[src/rtl/rob_ctrl.sv]
// Reorder-buffer pointer/status controller: 2-wide in-order allocation,
// 3-port completion tracking and up to 2-wide in-order retirement.
module rob_ctrl #(
  parameter int DEPTH = 16,
  parameter int IDX_W = 4
) (
  input  logic             clk,
  input  logic             reset,
  input  logic             flush,
  input  logic             disp_req1,
  input  logic             disp_req2,
  output logic             disp_grant1,
  output logic             disp_grant2,
  output logic [IDX_W-1:0] disp_idx1,
  output logic [IDX_W-1:0] disp_idx2,
  input  logic             cmp_valid1,
  input  logic             cmp_valid2,
  input  logic             cmp_valid3,
  input  logic [IDX_W-1:0] cmp_idx1,
  input  logic [IDX_W-1:0] cmp_idx2,
  input  logic [IDX_W-1:0] cmp_idx3,
  input  logic             ret_stall,
  output logic             ret_valid1,
  output logic             ret_valid2,
  output logic [IDX_W-1:0] ret_idx1,
  output logic [IDX_W-1:0] ret_idx2,
  output logic [IDX_W:0]   count,
  output logic             full,
  output logic             empty
);

  logic [IDX_W-1:0] head, tail, head_nx1, tail_nx1;
  logic [IDX_W:0]   free, n_grant, n_ret, count_nx;
  logic [DEPTH-1:0] valid, done, valid_nx, done_nx;
  logic [2:0]       cmp_v;
  logic [IDX_W-1:0] cmp_i [3];

  assign head_nx1 = head + IDX_W'(1);
  assign tail_nx1 = tail + IDX_W'(1);

  // Free space ignores same-cycle retirements; freed rows are reusable next cycle.
  assign free        = (IDX_W+1)'(DEPTH) - count;
  assign disp_grant1 = disp_req1 && !flush && (free >= (IDX_W+1)'(1));
  assign disp_grant2 = disp_req1 && disp_req2 && !flush && (free >= (IDX_W+1)'(2));
  assign disp_idx1   = tail;
  assign disp_idx2   = tail_nx1;

  assign ret_valid1 = !ret_stall && !flush && valid[head] && done[head];
  assign ret_valid2 = ret_valid1 && valid[head_nx1] && done[head_nx1];
  assign ret_idx1   = head;
  assign ret_idx2   = head_nx1;

  assign full  = (count == (IDX_W+1)'(DEPTH));
  assign empty = (count == '0);

  assign n_grant  = (IDX_W+1)'(disp_grant1) + (IDX_W+1)'(disp_grant2);
  assign n_ret    = (IDX_W+1)'(ret_valid1) + (IDX_W+1)'(ret_valid2);
  assign count_nx = count + n_grant - n_ret;

  assign cmp_v    = {cmp_valid3, cmp_valid2, cmp_valid1};
  assign cmp_i[0] = cmp_idx1;
  assign cmp_i[1] = cmp_idx2;
  assign cmp_i[2] = cmp_idx3;

  // Completions only mark live rows; retire clears, then new grants install.
  always_comb begin
    valid_nx = valid;
    done_nx  = done;
    for (int p = 0; p < 3; p++) begin
      if (cmp_v[p] && valid[cmp_i[p]]) done_nx[cmp_i[p]] = 1'b1;
    end
    if (ret_valid1) begin
      valid_nx[head] = 1'b0;
      done_nx[head]  = 1'b0;
    end
    if (ret_valid2) begin
      valid_nx[head_nx1] = 1'b0;
      done_nx[head_nx1]  = 1'b0;
    end
    if (disp_grant1) begin
      valid_nx[tail] = 1'b1;
      done_nx[tail]  = 1'b0;
    end
    if (disp_grant2) begin
      valid_nx[tail_nx1] = 1'b1;
      done_nx[tail_nx1]  = 1'b0;
    end
  end

  always_ff @(posedge clk) begin
    if (reset || flush) begin
      head  <= '0;
      tail  <= '0;
      count <= '0;
      valid <= '0;
      done  <= '0;
    end else begin
      head  <= head + IDX_W'(n_ret);
      tail  <= tail + IDX_W'(n_grant);
      count <= count_nx;
      valid <= valid_nx;
      done  <= done_nx;
    end
  end

endmodule

[config.mk]
export PLATFORM = sky130hd
export DESIGN_NAME = rob_ctrl
export DESIGN_NICKNAME = d
export VERILOG_FILES = /design/src/rtl/rob_ctrl.sv
export SDC_FILE = /design/constraint.sdc
export NUM_CORES = 1
export LEC_CHECK = 0
export ABC_CLOCK_PERIOD_IN_PS = 8119
export CAP_MARGIN = 20
export CORE_MARGIN = 2
export CORE_UTILIZATION = 45
export CTS_CLUSTER_SIZE = 28
export DETAILED_ROUTE_END_ITERATION = 16
export GPL_TIMING_DRIVEN = 0
export PLACE_DENSITY_LB_ADDON = 0.05
export SYNTH_ARGS = -nofsm -noshare
export SYNTH_HDL_FRONTEND = slang
export SYNTH_SLANG_ARGS = --single-unit
[constraint.sdc]
create_clock -name clk -period 8.12 [get_ports clk]
set_clock_uncertainty 0.05 [all_clocks]
set_input_delay 1.624 -clock clk [delete_from_list [all_inputs] [get_ports clk]]
set_output_delay 1.624 -clock clk [all_outputs]
set_load 0.01 [all_outputs]
Word-level counts from Yosys, hierarchy flattened
Cells that the tools add are included.
{"block": "classes", "n_bitwise": 15, "n_reduce_logical": 24, "n_mux": 39, "eq_ne": 1, "add_sub_neg": 9, "magnitude_cmp": 16}
{"operator": "2-to-1 mux 16 bit", "count": 11}
{"operator": "bitwise AND 16 bit", "count": 6}
{"operator": "OR 16 bit", "count": 5}
{"operator": "inverter 16 bit", "count": 4}
{"operator": "< comparator 4 x 5 -> 1 bit, second input constant", "count": 7}
{"operator": "binary-select mux 1 bit (select 4 bit)", "count": 7}
{"operator": "demux 1 bit (select 4 bit)", "count": 7}
{"operator": "greater-or-equal comparator 4 x 1 -> 1 bit, second input constant", "count": 7}
{"operator": "logical AND 1 bit", "count": 20}
{"operator": "2-to-1 mux 1 bit", "count": 14}
{"operator": "adder 4 x 1 -> 4 bit, second input constant", "count": 2}
{"operator": "adder 4 x 2 -> 4 bit", "count": 2}
{"operator": "adder 5 x 2 -> 5 bit", "count": 1}
{"operator": "equality test 5 bit, second input constant", "count": 1}
{"operator": "greater-or-equal comparator 5 x 1 -> 1 bit, second input constant", "count": 1}
{"operator": "greater-or-equal comparator 5 x 2 -> 1 bit, second input constant", "count": 1}
{"operator": "logical NOT 5 bit", "count": 1}
{"operator": "subtractor 5 x 2 -> 5 bit", "count": 1}
{"operator": "subtractor 5 bit, first input constant", "count": 1}
{"operator": "adder 1 x 1 -> 2 bit", "count": 2}
{"operator": "logical NOT 1 bit", "count": 2}
{"operator": "logical OR 1 bit", "count": 1}
{"block": "totals", "word_cells": 109, "input_bits": 21, "register_bits": 45}

Depth between registers and ports, before layout
{"block": "logic_depth", "ltp_word": 18, "depth_mapped": 21, "ltp_nobuf": 20}

Worst setup path after synthesis
OpenSTA, ideal clock, no wires.
{"block": "synth_path", "path_type": "input to register", "from": "in flush", "to": "reg count[4]", "arrival_time_ns": 4.511, "setup_ns": 0.128, "cell_stages": 17, "slack_ns": 3.432, "path_cell_list": "or2_2 > a2111oi_4 > nand2_2 > buf_6 > a311oi_1 > ha_1 > ha_1 > inv_1 > ha_1 > inv_1 > fa_1 > inv_1 > a21oi_1 > nor2_1 > nor2_1 > xnor2_1 > nor2_1"}
{"block": "synth_via", "elab_chain_len": 8, "elab_cells_between_ends": 15, "cone_classes": "add/sub (4); reduce/logical (11)"}
{"element": "from (decl)", "line": "9", "rtl": "input logic flush,"}
{"element": "logical NOT 1 bit", "line": "48", "rtl": "assign ret_valid1 = !ret_stall && !flush && valid[head] && done[head];"}
{"element": "logical AND 1 bit (3 in a row)", "line": "48"}
{"element": "logical AND 1 bit (2 in a row)", "line": "49", "rtl": "assign ret_valid2 = ret_valid1 && valid[head_nx1] && done[head_nx1];"}
{"element": "named net ret_valid2", "line": "24", "rtl": "output logic ret_valid2,"}
{"element": "adder 1 x 1 -> 2 bit", "line": "57", "rtl": "assign n_ret = (IDX_W+1)'(ret_valid1) + (IDX_W+1)'(ret_valid2);"}
{"element": "subtractor 5 x 2 -> 5 bit", "line": "58", "rtl": "assign count_nx = count + n_grant - n_ret;"}
{"element": "to (signal assigned)", "line": "100", "rtl": "count <= count_nx;"}
{"element": "to (decl)", "line": "27", "rtl": "output logic [IDX_W:0] count,"}
The timed path passes the listed nets, and every way through them passes these cells.
A chain may end at the register's enable or synchronous reset.

Worst setup path after layout
{"block": "layout_path", "from": "reg head[0], in the netlist ret_idx1[0]", "to": "out ret_valid2"}
{"block": "layout_via", "elab_chain_len": 6, "elab_cells_between_ends": 13, "cone_classes": "add/sub (1); mux (8); reduce/logical (4)"}
{"element": "from (decl)", "line": "32", "rtl": "logic [IDX_W-1:0] head, tail, head_nx1, tail_nx1;"}
{"element": "from (signal assigned)", "line": "98", "rtl": "head <= head + IDX_W'(n_ret);"}
{"element": "branches (longest 5 deep; another with adder 4 x 1 -> 4 bit)"}
{"element": "logical AND 1 bit (*)", "line": "49"}
{"element": "to (decl)", "line": "24"}
Mark *: on every way between the ends. The select of a mux whose other input is x is not followed.

==> flow_metrics.py <==
metrics = {
    "run_status": {
        "status": "completed",
    },
    "cts": {
        "clkTransAtPathRegs_ns": 0.09,
        "cts_hold_buf": 0,
        "clock_sink_count": 45,
        "cts_buffers": 5,
        "cts_resized": 0,
        "clk_latency_ns": 0.31,
        "ctsRootBufferMaster": "clkbuf_8",
        "clk_path_buf_depth": 2,
        "postCtsSetupRepairBufs": 0,
        "cts_tree": "done",
        "ctsHtreeMaxLevel": 2,
    },
    "logic_synthesis": {
        "synth_fa_ha_area_frac": 0.111,
        "synth.cell_area_mm2": 0.00389,
        "syn_area_per_cell_um2": 8.31,
        "yosys-top-cells-area": "dfxtp_1 23%, ha_1 9.0%, nand2_1 3.7%",
        "synth_seq_cells": 45,
        "yosysTopAreaCellShare": 0.232,
        "synth_warnings": 0,
        "synthSimpleGateAreaFrac": 0.262,
        "synth_mux_area_frac": 0.0837,
        "yosysMostFrequentCell": "dfxtp_1",
        "synthXorXnorAreaFrac": 0.0270,
        "synth_top_cells_by_count": "45 x dfxtp_1, 38 x nand2_1, 32 x inv_1, 29 x nor2_1, 28 x ha_1",
        "synth_area_leader_cell": "dfxtp_1",
        "synth_cell_types": 65,
        "yosys_most_used_dff": "dfxtp_1",
        "ys_seq_area_frac": 0.232,
        "synth_cells": 468,
        "syn-num-nets": 521,
        "synth_top_family_by_area": "simple AND/OR/NAND/NOR gates",
        "synth_compound_area_frac": 0.225,
        "synth_edf_count": 0,
        "postSynth.asyncResetShare": 0,
    },
    "placed_design": {
        "hpwl_mm": 9.51,
        "io_buffers": 42,
        "gp_congestion": 0.922,
        "placed_area_mm2": 0.00444,
    },
    "timing": {
        "fin_crit_ns": 6.07,
        "slew_headroom": 0.323,
        "drv_slew": 0,
        "fmax_mhz": 165,
        "tightestPinTransition_ns": 1.00,
        "fin_crit_sh": 0.748,
        "setup_tns_ns": 0,
        "hold_viol": 0,
        "setup_viol": 0,
        "rsz0062_at_grt": "false",
    },
    "global_route": {
        "grt_use_total": 0.255,
        "first_global_vias": 3630,
        "grt_first_pass_wirelength_mm": 19.3,
        "grt.overflow.total": 0,
        "grt_max_degree": 15,
        "antenna_found_initial": 0,
    },
    "floorplan": {
        "die_w_um": 96.9,
        "core-area_mm2": 0.00830,
        "boundaryPins": 48,
        "die_area_mm2": 0.00940,
        "start_util": 0.468,
        "rows": 33,
        "die-height_um": 96.9,
    },
    "layout": {
        "finalInstanceArea_mm2": 0.00454,
        "seqCellArea_um2": 901,
        "multi_input_area_mm2": 0.00275,
        "drive_above_1_share": 0.0560,
        "n_fill_cell": 813,
        "area.growth.synth_to_final_pct": 16.7,
        "antenna_cells": 0,
        "fin_nets": 570,
    },
    "pwr": {
        "power_leakage_uw": 0.00158,
        "power.density_mw_per_mm2": 105,
        "irDropWorstVdd_uv": 77.3,
        "p_int_uw": 336,
        "combPwrFrac": 0.204,
        "p_sw_uw": 141,
        "p_sw_frac": 0.296,
        "p_seq_frac": 0.478,
        "clockPowerShare": 0.318,
    },
    "setup_path": {
        "reg2reg_depth": 20,
        "path_cells": "buf_6 -> clkbuf_1 -> inv_1 -> ha_1 -> mux4_1 -> a221oi_1 -> nor2_1 -> a311oi_1 -> clkdlybuf4s50_1",
        "cpMaxStageDelayCell": "dfxtp_1",
        "crit_arrival_ns": 4.40,
        "end_kind": "output port",
        "worstSetupPathType": "flop to output port",
        "worstPathRequired_ns": 6.45,
        "cp-start-kind": "flop",
        "cp_slowest_stage_delay_ns": 0.68,
        "crit_fanout": 10,
    },
    "detailed_routing": {
        "routed_wirelength_mm": 12.3,
        "dr.first_iter.drc_count": 383,
        "routed_via_density": 6.32,
        "wl_per_cell_um": 19.7,
        "drt_pass1_iterations": 7,
        "vias": 3940,
        "drc": 0,
        "ant_nets": 0,
    },
    "min_path": {
        "hold_class": "flop to flop",
        "hold_path_depth": 1,
    },
    "run": {
        "cap_viol_max_count": 0,
    },
}
-- through the flow --
stage	utilization	instances	worst slack (ns)	hold WS [ns]	total power, uW
detailed placement	0.535	615	2.33	0.441	330
global placement	0.535	615	2.31	0.441	329
CTS	0.547	623	2.15	0.457	479
global route	0.547	623	1.92	0.483	499
finish	0.547	623	2.05	0.457	478
floorplan	-	468	3.43	0.411	291
-- flip-flops by register name, indices dropped and copies added, names as in the netlist --
signal / count
valid: 16
disp_idx1: 4
count: 5
ret_idx1: 4
done: 16
-- kinds of logic (layout without fill, tap and decap cells) --
logic type / count (synthesis) / after routing
adders and majority gates: 32 / 32
muxes: 18 / 18
xor gates and xnor gates: 12 / 12
and+or+nand+nor: 189 / 189
DFF: 45 / 45
AOI/OAI and AO/OA: 114 / 114
buffers and inverters: 58 / 108
-- cell usage in the layout, fill, tap and decap left out, types with 5 or more instances in the layout --
cell,count
dfxtp_1,45
clkdlybuf4s50_1,42
nand2_1,38
inv_1,32
nor2_1,29
ha_1,28
nor3_1,24
clkbuf_1,18
nand3_1,18
o21ai_0,13
a21oi_1,12
nor3b_1,11
and2_1,10
o22ai_1,10
o211ai_1,9
nor2b_1,8
xnor2_1,8
nand4_1,8
o21a_1,8
o2bb2ai_1,8
mux2i_1,7
nand2b_1,7
nand3b_1,7
and3_1,6
clkbuf_8,6
mux4_1,5
a32oi_1,5
nor4_1,5
a31oi_1,5
-- worst max-delay path: cells and delay by family, from the launching register on --
family	cells	cell delay (ns)
buffers and inverters	4	1.56
AO/OA/AOI/OAI	2	0.72
flip-flops	1	0.68
adder cells (fa/ha/maj)	1	0.56
multiplexers	1	0.42
AND/OR/NAND/NOR	1	0.14
-- path summary, 6_finish.rpt --
kind / startpoint / to / slack (ns)
max: ret_idx1[0] / ret_valid2 / 2.05
min: valid[13] / valid[13] / 0.46
max reg2reg: ret_idx1[0] / count[4] / 2.70
min reg2reg: valid[13] / valid[13] / 0.46
-- layout make-up --
cell class | instances | area share
timing repair buffer | 42 | 0.0927
multi-input combinational | 365 | 0.607
sequential | 45 | 0.199
clock buffer | 6 | 0.0182
buffer | 24 | 0.0237
inverter | 34 | 0.0281
clock inverter | 2 | 0.00303
tap | 105 | 0.0290
-- power groups by stage --
stage | logic, uW | clock network, uW | registers (uW)
6_report | 97.2 | 152 | 228
5_1_grt | 106 | 164 | 229
4_1_cts | 96.6 | 154 | 228
3_5_place_dp | 96.1 | 0 | 233
3_3_place_gp | 95.5 | 0 | 233
2_1_floorplan | 57.7 | 0 | 233
-- per-layer routing --
layer | track usage | routed length (um) | up-vias | share of wire
met1 | 0.369 | 5750 | 1846 | 0.47
met4 | 0.0661 | 215 | 0 | 0.018
li1 | - | - | 1863 | -
met5 | 0 | 0 | - | 0
met2 | 0.396 | 5390 | 210 | 0.44
met3 | 0.0405 | 907 | 21 | 0.074
Power figures use the tool's default switching activity.
